==> config.mk <==
export PLATFORM = sky130hd
export DESIGN_NAME = nibble_serial_add_ctrl
export DESIGN_NICKNAME = d
export VERILOG_FILES = /design/src/rtl/nibble_serial_add_ctrl.sv
export SDC_FILE = /design/constraint.sdc
export NUM_CORES = 1
export LEC_CHECK = 0
export ABC_AREA = 0
export CORE_ASPECT_RATIO = 0.9
export CORE_MARGIN = 2
export CORE_UTILIZATION = 35
export DETAILED_ROUTE_END_ITERATION = 12
export DONT_BUFFER_PORTS = 1
export PLACE_DENSITY = 0.52
export SYNTH_ARGS = -nofsm -noshare
export SYNTH_HDL_FRONTEND = slang
export SYNTH_SLANG_ARGS = --single-unit
export TNS_END_PERCENT = 100
==> constraint.sdc <==
create_clock -name clk -period 3.3 [get_ports clk]
set_input_delay 0.66 -clock clk [delete_from_list [all_inputs] [get_ports clk]]
set_output_delay 0.66 -clock clk [all_outputs]
set_load 0.1 [all_outputs]
==> src/rtl/nibble_serial_add_ctrl.sv <==
// nibble_serial_add_ctrl
//   Nibble-serial adder/subtractor. One operand pair is accepted in IDLE, then a
//   single 4-bit full adder processes one nibble per cycle, LSB first, for
//   NIBBLES cycles. The result is then held in DONE until the consumer takes it.
//
// Ports
//   clk        clock, all state updates on the rising edge
//   rst_n      synchronous active-low reset
//   in_valid   operand pair present on a, b, sub
//   in_ready   block can accept an operand pair (IDLE)
//   a, b       W-bit operands
//   sub        0: a+b, 1: a-b (two's complement)
//   result     W-bit sum/difference
//   carry_out  carry out of bit W-1 (for sub, 1 = no borrow)
//   overflow   signed overflow of the W-bit operation
//   out_valid  result/carry_out/overflow valid
//   out_ready  consumer takes the result
//   busy       high in RUN or DONE
module nibble_serial_add_ctrl #(
  parameter int unsigned NIBBLES = 4,
  localparam int unsigned W = 4 * NIBBLES
) (
  input  logic         clk,
  input  logic         rst_n,
  input  logic         in_valid,
  output logic         in_ready,
  input  logic [W-1:0] a,
  input  logic [W-1:0] b,
  input  logic         sub,
  output logic [W-1:0] result,
  output logic         carry_out,
  output logic         overflow,
  output logic         out_valid,
  input  logic         out_ready,
  output logic         busy
);

  localparam int unsigned IdxW = $clog2(NIBBLES);
  localparam logic [IdxW-1:0] LastIdx = IdxW'(NIBBLES - 1);

  typedef enum logic [1:0] {StIdle, StRun, StDone} state_e;

  state_e          state_q;
  logic [W-1:0]    a_q;
  logic [W-1:0]    b_q;
  logic            sub_q;
  logic            carry_q;
  logic [IdxW-1:0] idx_q;
  logic [W-1:0]    result_q;
  logic            carry_out_q;
  logic            overflow_q;
  logic            out_valid_q;

  // Single shared 4-bit full adder.
  logic [IdxW+1:0] bit_base;
  logic [3:0]      a_nib;
  logic [3:0]      b_nib;
  logic [4:0]      nib_sum;
  logic [3:0]      low_sum;
  logic            msb_cin;

  always_comb begin
    bit_base = {idx_q, 2'b00};
    a_nib    = a_q[bit_base +: 4];
    // Subtraction is A + ~B + 1; the +1 comes from the carry seeded with sub.
    b_nib    = b_q[bit_base +: 4] ^ {4{sub_q}};
    nib_sum  = {1'b0, a_nib} + {1'b0, b_nib} + {4'b0000, carry_q};
    // Carry into bit 3 of the nibble; on the top nibble this is the carry into bit W-1.
    low_sum  = {1'b0, a_nib[2:0]} + {1'b0, b_nib[2:0]} + {3'b000, carry_q};
    msb_cin  = low_sum[3];
  end

  always_ff @(posedge clk) begin
    if (!rst_n) begin
      state_q     <= StIdle;
      a_q         <= '0;
      b_q         <= '0;
      sub_q       <= 1'b0;
      carry_q     <= 1'b0;
      idx_q       <= '0;
      result_q    <= '0;
      carry_out_q <= 1'b0;
      overflow_q  <= 1'b0;
      out_valid_q <= 1'b0;
    end else begin
      unique case (state_q)
        StIdle: begin
          if (in_valid) begin
            a_q      <= a;
            b_q      <= b;
            sub_q    <= sub;
            carry_q  <= sub;
            idx_q    <= '0;
            result_q <= '0;
            state_q  <= StRun;
          end
        end
        StRun: begin
          result_q[bit_base +: 4] <= nib_sum[3:0];
          carry_q                 <= nib_sum[4];
          if (idx_q == LastIdx) begin
            idx_q       <= '0;
            carry_out_q <= nib_sum[4];
            overflow_q  <= msb_cin ^ nib_sum[4];
            out_valid_q <= 1'b1;
            state_q     <= StDone;
          end else begin
            idx_q <= idx_q + 1'b1;
          end
        end
        StDone: begin
          if (out_ready) begin
            out_valid_q <= 1'b0;
            state_q     <= StIdle;
          end
        end
        default: begin
          out_valid_q <= 1'b0;
          state_q     <= StIdle;
        end
      endcase
    end
  end

  assign in_ready  = (state_q == StIdle);
  assign busy      = (state_q != StIdle);
  assign result    = result_q;
  assign carry_out = carry_out_q;
  assign overflow  = overflow_q;
  assign out_valid = out_valid_q;

endmodule

== After elaboration in Yosys (flattened, before gate mapping) ==
Cells that the tools add are included.

* Logic and storage cells: 52
* Register bits: 57
* Input port bits: 37
* Output and inout port bits: 21

* Muxes and demuxes: 15
* Reductions and logical operators: 8
* Bitwise operators: 3
* Shift-type cells: 4
* $add $sub $neg: 6
* Eq/ne operators: 6

{| class="wikitable"
|+ Operator list
! kind !! number
|-
| one-hot mux 16 bit (2 select lines) || 1
|-
| indexed part select 16 x 5 -> 4 bit || 2
|-
| bitwise mux 16 bit || 1
|-
| 2-to-1 mux 16 bit || 1
|-
| variable shift 4 x 6 -> 16 bit, first input constant || 1
|-
| indexed part select 4 x 6 -> 16 bit || 1
|-
| 2-to-1 mux 2 bit || 5
|-
| != test 2 bit, second input constant || 3
|-
| negator 4 -> 6 bit || 1
|-
| one-hot mux 2 bit (3 select lines) || 1
|-
| AND reduction 2 bit || 3
|-
| AND reduction 3 bit || 2
|-
| adder 4 x 4 -> 5 bit || 1
|-
| adder 5 x 1 -> 5 bit || 1
|-
| adder 3 x 3 -> 4 bit || 1
|-
| adder 4 x 1 -> 4 bit || 1
|-
| equality test 2 bit, second input constant || 2
|-
| one-hot mux 2 bit (2 select lines) || 1
|-
| nonzero test 2 bit || 2
|-
| XOR 4 bit || 1
|-
| 2-to-1 mux 1 bit || 3
|-
| one-hot mux 1 bit (3 select lines) || 1
|-
| adder 2 x 1 -> 2 bit, second input constant || 1
|-
| equality test 2 x 1 -> 1 bit, second input constant || 1
|-
| 4 further kinds || 4
|}

== Depth between registers and ports, before layout ==
* Word-level depth: 7
* Gate-level depth with buffers: 11
* Depth with buffers taken out: 10

== Least setup slack after synthesis ==
No wires, ideal clock.

* Path kind: reg2reg
* Start: register idx_q[0]
* End: register overflow_q (netlist: overflow)
* Data required time: 3.185 ns
* Buffers on the path: 1
* Period minus slack after synthesis: 2.818 ns
* Setup slack: 0.482 ns
* Stages on the path, launching flop included: 12
* Arrival: 2.703 ns
* Setup time: 0.115 ns
* Cell sequence: dfxtp_1 -> buf_6 -> mux4_2 -> xnor2_1 -> fa_1 -> inv_1 -> fa_1 -> a21o_1 -> a21oi_1 -> xor2_1 -> o21ai_0 -> and2_1

* Word-level cells in the longest chain between the ends: 5
* Elaborated cells on any way between the ends: 10
* Classes of those cells: add/sub: 4; eq/ne: 1; shift: 2; bitwise: 2; reduce/logical: 1

{| class="wikitable"
|+ Ends and longest elaborated chain
! element !! line !! RTL
|-
| start: declaration || 48 || <nowiki>logic [IdxW-1:0] idx_q;</nowiki>
|-
| start signal: assignment || 108 || <nowiki>idx_q <= idx_q + 1'b1;</nowiki>
|-
| indexed part select 16 x 5 -> 4 bit || 66 || <nowiki>b_nib = b_q[bit_base +: 4] ^ {4{sub_q}};</nowiki>
|-
| XOR 4 bit || 66 ||
|-
| adder 4 x 4 -> 5 bit or adder 3 x 3 -> 4 bit (tied branches) || 67, 69 ||
|-
| adder 5 x 1 -> 5 bit or adder 4 x 1 -> 4 bit (tied branches) || 67, 69 ||
|-
| XOR 1 bit || 104 || <nowiki>overflow_q <= msb_cin ^ nib_sum[4];</nowiki>
|-
| end signal: assignment || 104 ||
|-
| end: declaration || 51 || <nowiki>logic overflow_q;</nowiki>
|}

Parallel ways exist; a longest one is shown, timed or not.
A chain may end at the register's enable or synchronous reset.

== Worst setup path after layout ==
Ends and elaborated chain as after synthesis.

==> flow_summary.html <==
<table>
<tr><th>Metric</th><th>Value</th></tr>
<tr><th colspan="2">Setup path</th></tr>
<tr><td>Critical path capture point</td><td>overflow</td></tr>
<tr><td>Setup crit start kind</td><td>flip-flop</td></tr>
<tr><td>Cell-by-cell listing of the critical path</td><td>mux4_2 -&gt; xnor2_1 -&gt; fa_1 -&gt; inv_1 -&gt; fa_1 -&gt; a21o_1 -&gt; a21oi_1 -&gt; xor2_1 -&gt; o21ai_0 -&gt; and2_1</td></tr>
<tr><td>Worst R2R Setup Slack</td><td>0.42 ns</td></tr>
<tr><td>Bufs and invs on worst path</td><td>1</td></tr>
<tr><td>Kind of cell adding the most delay to the critical path</td><td>adder cells</td></tr>
<tr><td>Critical Path Start</td><td>idx_q[0]</td></tr>
<tr><td>Crit. path cell count</td><td>10</td></tr>
<tr><td>Destination of the worst register-to-register timing path</td><td>overflow</td></tr>
<tr><td>Top cell by count, worst path</td><td>sky130_fd_sc_hd__fa_1</td></tr>
<tr><td>Path depth of the worst reg2reg path</td><td>10</td></tr>
<tr><td>Crit Path Category</td><td>flip-flop to flip-flop</td></tr>
<tr><td>Kind of end point of the critical path</td><td>flip-flop</td></tr>
<tr><td>Maximum cell stage delay along the critical path</td><td>0.57 ns</td></tr>
<tr><td>Slowest library cell on the worst path</td><td>sky130_fd_sc_hd__mux4_2</td></tr>
<tr><td>Critical Path AT</td><td>3.12 ns</td></tr>
<tr><td>Beginning of the worst register-to-register path</td><td>idx_q[0]</td></tr>
<tr><td>Endpoint required time on the critical path</td><td>3.53 ns</td></tr>
<tr><td>Peak fanout along the critical path</td><td>6</td></tr>
<tr><th colspan="2">Clock network</th></tr>
<tr><td>Total number of H-tree levels</td><td>3</td></tr>
<tr><td>TritonCTS clock tree</td><td>done</td></tr>
<tr><td>Clock Latency Late Sink</td><td>0.33 ns</td></tr>
<tr><td>Maximum buffer depth of the clock tree</td><td>2</td></tr>
<tr><td>Worst-path clk slew</td><td>0.07 ns</td></tr>
<tr><td>Resized Gates After CTS</td><td>0</td></tr>
<tr><td>CTS Buf Count</td><td>9</td></tr>
<tr><td>Clk Tree Root Cell</td><td>sky130_fd_sc_hd__clkbuf_8</td></tr>
<tr><td>Post-cts hold buffer count</td><td>0</td></tr>
<tr><td>Number of sinks handled by clock tree synthesis</td><td>57</td></tr>
<tr><td>Buffer count from post-CTS setup fixing</td><td>0</td></tr>
<tr><th colspan="2">Timing</th></tr>
<tr><td>Tcrit/Tclk final</td><td>87.4%</td></tr>
<tr><td>Fin. Hold Viols</td><td>0</td></tr>
<tr><td>Final Critical Period</td><td>2.88 ns</td></tr>
<tr><td>Setup TNS</td><td>0 ns</td></tr>
<tr><td>Worst-margin pin slew</td><td>0.996 ns</td></tr>
<tr><td>Count of pins over their slew limit</td><td>0</td></tr>
<tr><td>Upper clock frequency limit</td><td>347 MHz</td></tr>
<tr><td>Setup-failing EPs final</td><td>0</td></tr>
<tr><td>Remaining max-slew budget at the tightest pin</td><td>33.5%</td></tr>
<tr><td>Clock Skews</td><td>0.00673 ns</td></tr>
<tr><td>Setup repair after global routing missed its margin</td><td>no</td></tr>
<tr><th colspan="2">Cells and area</th></tr>
<tr><td>Antenna cell count</td><td>0</td></tr>
<tr><td>Proportion of layout cells with a drive suffix above 1</td><td>12.5%</td></tr>
<tr><td>NumNets Final</td><td>337</td></tr>
<tr><td>Final cell count without fillers</td><td>392</td></tr>
<tr><td>Area growth from synthesis to layout</td><td>10.2%</td></tr>
<tr><td>Utilization of the core after routing</td><td>39.8%</td></tr>
<tr><th colspan="2">Pwr</th></tr>
<tr><td>Gate power share</td><td>11.9%</td></tr>
<tr><td>Power share of the sequential group</td><td>43.7%</td></tr>
<tr><td>Total power per unit cell area</td><td>583 mW/mm²</td></tr>
<tr><td>Overall power after layout</td><td>1.75 mW</td></tr>
<tr><td>Internal power component</td><td>1.30 mW</td></tr>
<tr><td>Static power due to leakage</td><td>1.16 nW</td></tr>
<tr><td>Clock Power Share</td><td>44.5%</td></tr>
<tr><td>Switch Pwr</td><td>0.447 mW</td></tr>
<tr><td>Max VDD drop</td><td>287 µV</td></tr>
<tr><td>Switching share of total power</td><td>25.5%</td></tr>
<tr><th colspan="2">Drt</th></tr>
<tr><td>Starting DRT DRC Count</td><td>81</td></tr>
<tr><td>WL/cell</td><td>14.9 µm</td></tr>
<tr><td>Total wire length</td><td>5.83 mm</td></tr>
<tr><td>Total vias in the final route</td><td>1,913</td></tr>
<tr><td>Remaining DRCs</td><td>0</td></tr>
<tr><td>Via density per instance</td><td>4.88</td></tr>
<tr><td>Pre-Repair DR Iteration Count</td><td>4</td></tr>
<tr><td>Post-route ant nets</td><td>0</td></tr>
<tr><th colspan="2">GRT</th></tr>
<tr><td>Total congestion overflow after global routing</td><td>0</td></tr>
<tr><td>First-pass GRT wire length</td><td>9.71 mm</td></tr>
<tr><td>Maximum number of pins on one net before global-route repair</td><td>61</td></tr>
<tr><td>Overall Global Routing Usage</td><td>14.5%</td></tr>
<tr><td>Number of antenna violations at the first check in global routing</td><td>0</td></tr>
<tr><td>Vias in the first global route</td><td>1,909</td></tr>
<tr><th colspan="2">Synthesis</th></tr>
<tr><td>Cells after Synth</td><td>294</td></tr>
<tr><td>Prevailing post-synth register cell</td><td>sky130_fd_sc_hd__dfxtp_1</td></tr>
<tr><td>EDFF count, synth</td><td>0</td></tr>
<tr><td>Simple-gate share of the synthesized area</td><td>22.2%</td></tr>
<tr><td>Number of library cell types mapped by synthesis</td><td>35</td></tr>
<tr><td>Number of synthesized register bits</td><td>57</td></tr>
<tr><td>Share of synthesized cell area in full adder, half adder and majority cells</td><td>4.69%</td></tr>
<tr><td>Ranking of synthesized cells by area</td><td>sky130_fd_sc_hd__dfxtp_1 (42%), sky130_fd_sc_hd__nand2_1 (12%), sky130_fd_sc_hd__a21boi_1 (8.8%), sky130_fd_sc_hd__mux4_2 (5.8%), sky130_fd_sc_hd__ha_1 (3.2%)</td></tr>
<tr><td>Fraction of synthesized area in multiplexers</td><td>6.76%</td></tr>
<tr><td>Avg Cell Area, Syn</td><td>9.26 µm²</td></tr>
<tr><td>Leading post-synthesis cells by instance count</td><td>sky130_fd_sc_hd__nand2_1 (86), sky130_fd_sc_hd__dfxtp_1 (57), sky130_fd_sc_hd__a21boi_1 (32), sky130_fd_sc_hd__nor2b_1 (12), sky130_fd_sc_hd__a22oi_1 (11)</td></tr>
<tr><td>Combined area of all synthesized cells</td><td>0.00272 mm²</td></tr>
<tr><td>Largest family of logic cells by synthesized area</td><td>simple AND/OR/NAND/NOR gates</td></tr>
<tr><td>Complex-gate fraction of the synthesized area</td><td>16.9%</td></tr>
<tr><td>Post-Syn Nets</td><td>340</td></tr>
<tr><td>Asr flop ratio synth</td><td>0%</td></tr>
<tr><td>Most common cell in the netlist</td><td>sky130_fd_sc_hd__nand2_1</td></tr>
<tr><td>Area leader, netlist</td><td>sky130_fd_sc_hd__dfxtp_1</td></tr>
<tr><td>Area share of the largest cell type after synthesis</td><td>41.9%</td></tr>
<tr><td>XOR/XNOR Fraction of Synth Area</td><td>2.25%</td></tr>
<tr><td>Share of synthesized area occupied by flip-flops and latches</td><td>41.9%</td></tr>
<tr><td>Count of synthesis-stage warnings from yosys</td><td>0</td></tr>
<tr><th colspan="2">Place</th></tr>
<tr><td>DP Cell Count</td><td>376</td></tr>
<tr><td>Placer congestion estimate</td><td>0.801</td></tr>
<tr><td>I/O Buffers</td><td>0</td></tr>
<tr><td>Detailed placer's ending HPWL</td><td>4.05 mm</td></tr>
<tr><th colspan="2">Die</th></tr>
<tr><td>Chip width</td><td>96.9 µm</td></tr>
<tr><td>I/O Pins</td><td>58</td></tr>
<tr><td>Number of placement rows</td><td>30</td></tr>
<tr><td>Die Area</td><td>0.00850 mm²</td></tr>
<tr><td>Initial standard-cell utilization of the core</td><td>36.1%</td></tr>
<tr><td>Core Area</td><td>0.00754 mm²</td></tr>
<tr><td>Height of the die</td><td>87.7 µm</td></tr>
<tr><th colspan="2">Hold path</th></tr>
<tr><td>Hold WC Path Type</td><td>input port to flip-flop</td></tr>
<tr><th colspan="2">Run status</th></tr>
<tr><td>Status</td><td>finished clean</td></tr>
<tr><th colspan="2">Run</th></tr>
<tr><td>Max-cap viol count</td><td>0</td></tr>
</table>
## layer usage
| layer | part of all wire (%) | GRT usage (%) | wire length [µm] | vias up |
|---|---|---|---|---|
| met1 | 46 | 18.3 | 2700 | 881 |
| li1 | - | - | - | 980 |
| met4 | 1.8 | 5.76 | 104 | 0 |
| met3 | 6.4 | 5.75 | 375 | 10 |
| met5 | 0 | 0 | 0 | - |
| met2 | 45 | 22.7 | 2650 | 42 |
## sequential cells by signal, summed over array words and instances, names as in the netlist
name and flops:
idx_q 2, sub_q 1, b_q 16, result 16, carry_out 1, a_q 16, carry_q 1, state_q 2
overflow 1, out_valid 1
## power by group through the flow
stage                     logic, mW  clock network, mW  registers, mW
final                         0.208              0.778          0.764
after CTS                     0.211              0.803          0.765
after global routing          0.232              0.833          0.768
after global placement        0.208                  0          0.780
after detailed placement      0.211                  0          0.780
after floorplan               0.187                  0          0.768
## kinds of logic (layout without fill, tap and decap cells)
kind of cell / count (synthesis) / after routing
AND/OR/NAND/NOR: 123 / 123
AO/OA/AOI/OAI: 63 / 63
flip-flops: 57 / 57
buffers and inverters: 27 / 29
adder cells (fa/ha/maj): 9 / 9
multiplexers: 8 / 8
XOR/XNOR: 7 / 7
## metrics by stage
stage                     cell area (µm²)  hold slack, ns  worst slack (ns)
after global routing                 3000           0.430             0.275
final                                3000           0.451             0.417
after CTS                            3000           0.428             0.415
after floorplan                      2720           0.430             0.482
after global placement               2760           0.443             0.471
after detailed placement             2760           0.446             0.422
## worst min path at each step
| stage | startpoint | endpoint | slack [ns] | cells past startpoint |
|---|---|---|---|---|
| floorplan | b_q[6] | b_q[6] | 0.43 | 2 |
| global placement | b_q[9] | b_q[9] | 0.44 | 2 |
| detailed placement | a_q[1] | a_q[1] | 0.45 | 2 |
| CTS | rst_n | carry_out | 0.43 | 1 |
| global route | b[2] | b_q[2] | 0.43 | 2 |
| finish | b[15] | b_q[15] | 0.45 | 2 |
## cell usage in the layout, fill, tap and decap left out, types with 3 or more instances in the layout
master,Yosys,layout
sky130_fd_sc_hd__a21boi_0,7,7
sky130_fd_sc_hd__a21boi_1,32,32
sky130_fd_sc_hd__a21o_2,3,3
sky130_fd_sc_hd__a22oi_1,11,11
sky130_fd_sc_hd__and2_1,3,3
sky130_fd_sc_hd__buf_4,4,5
sky130_fd_sc_hd__bufinv_16,0,3
sky130_fd_sc_hd__clkbuf_8,0,9
sky130_fd_sc_hd__dfxtp_1,57,57
sky130_fd_sc_hd__ha_1,7,7
sky130_fd_sc_hd__inv_1,8,8
sky130_fd_sc_hd__mux4_2,7,7
sky130_fd_sc_hd__nand2_1,86,86
sky130_fd_sc_hd__nand3_1,7,7
sky130_fd_sc_hd__nor2_1,4,4
sky130_fd_sc_hd__nor2b_1,12,12
sky130_fd_sc_hd__o21ai_0,4,4
sky130_fd_sc_hd__xor2_1,6,6
## cell type report
class,instances,area [µm²]
Fill cell,770,4550
Multi-Input combinational cell,210,1440
Sequential cell,57,1140
Clock buffer,11,131
Tap cell,96,120
Clock inverter,5,104
Timing Repair Buffer,5,37.5
Inverter,8,30.0
Power figures use the tool's default switching activity.
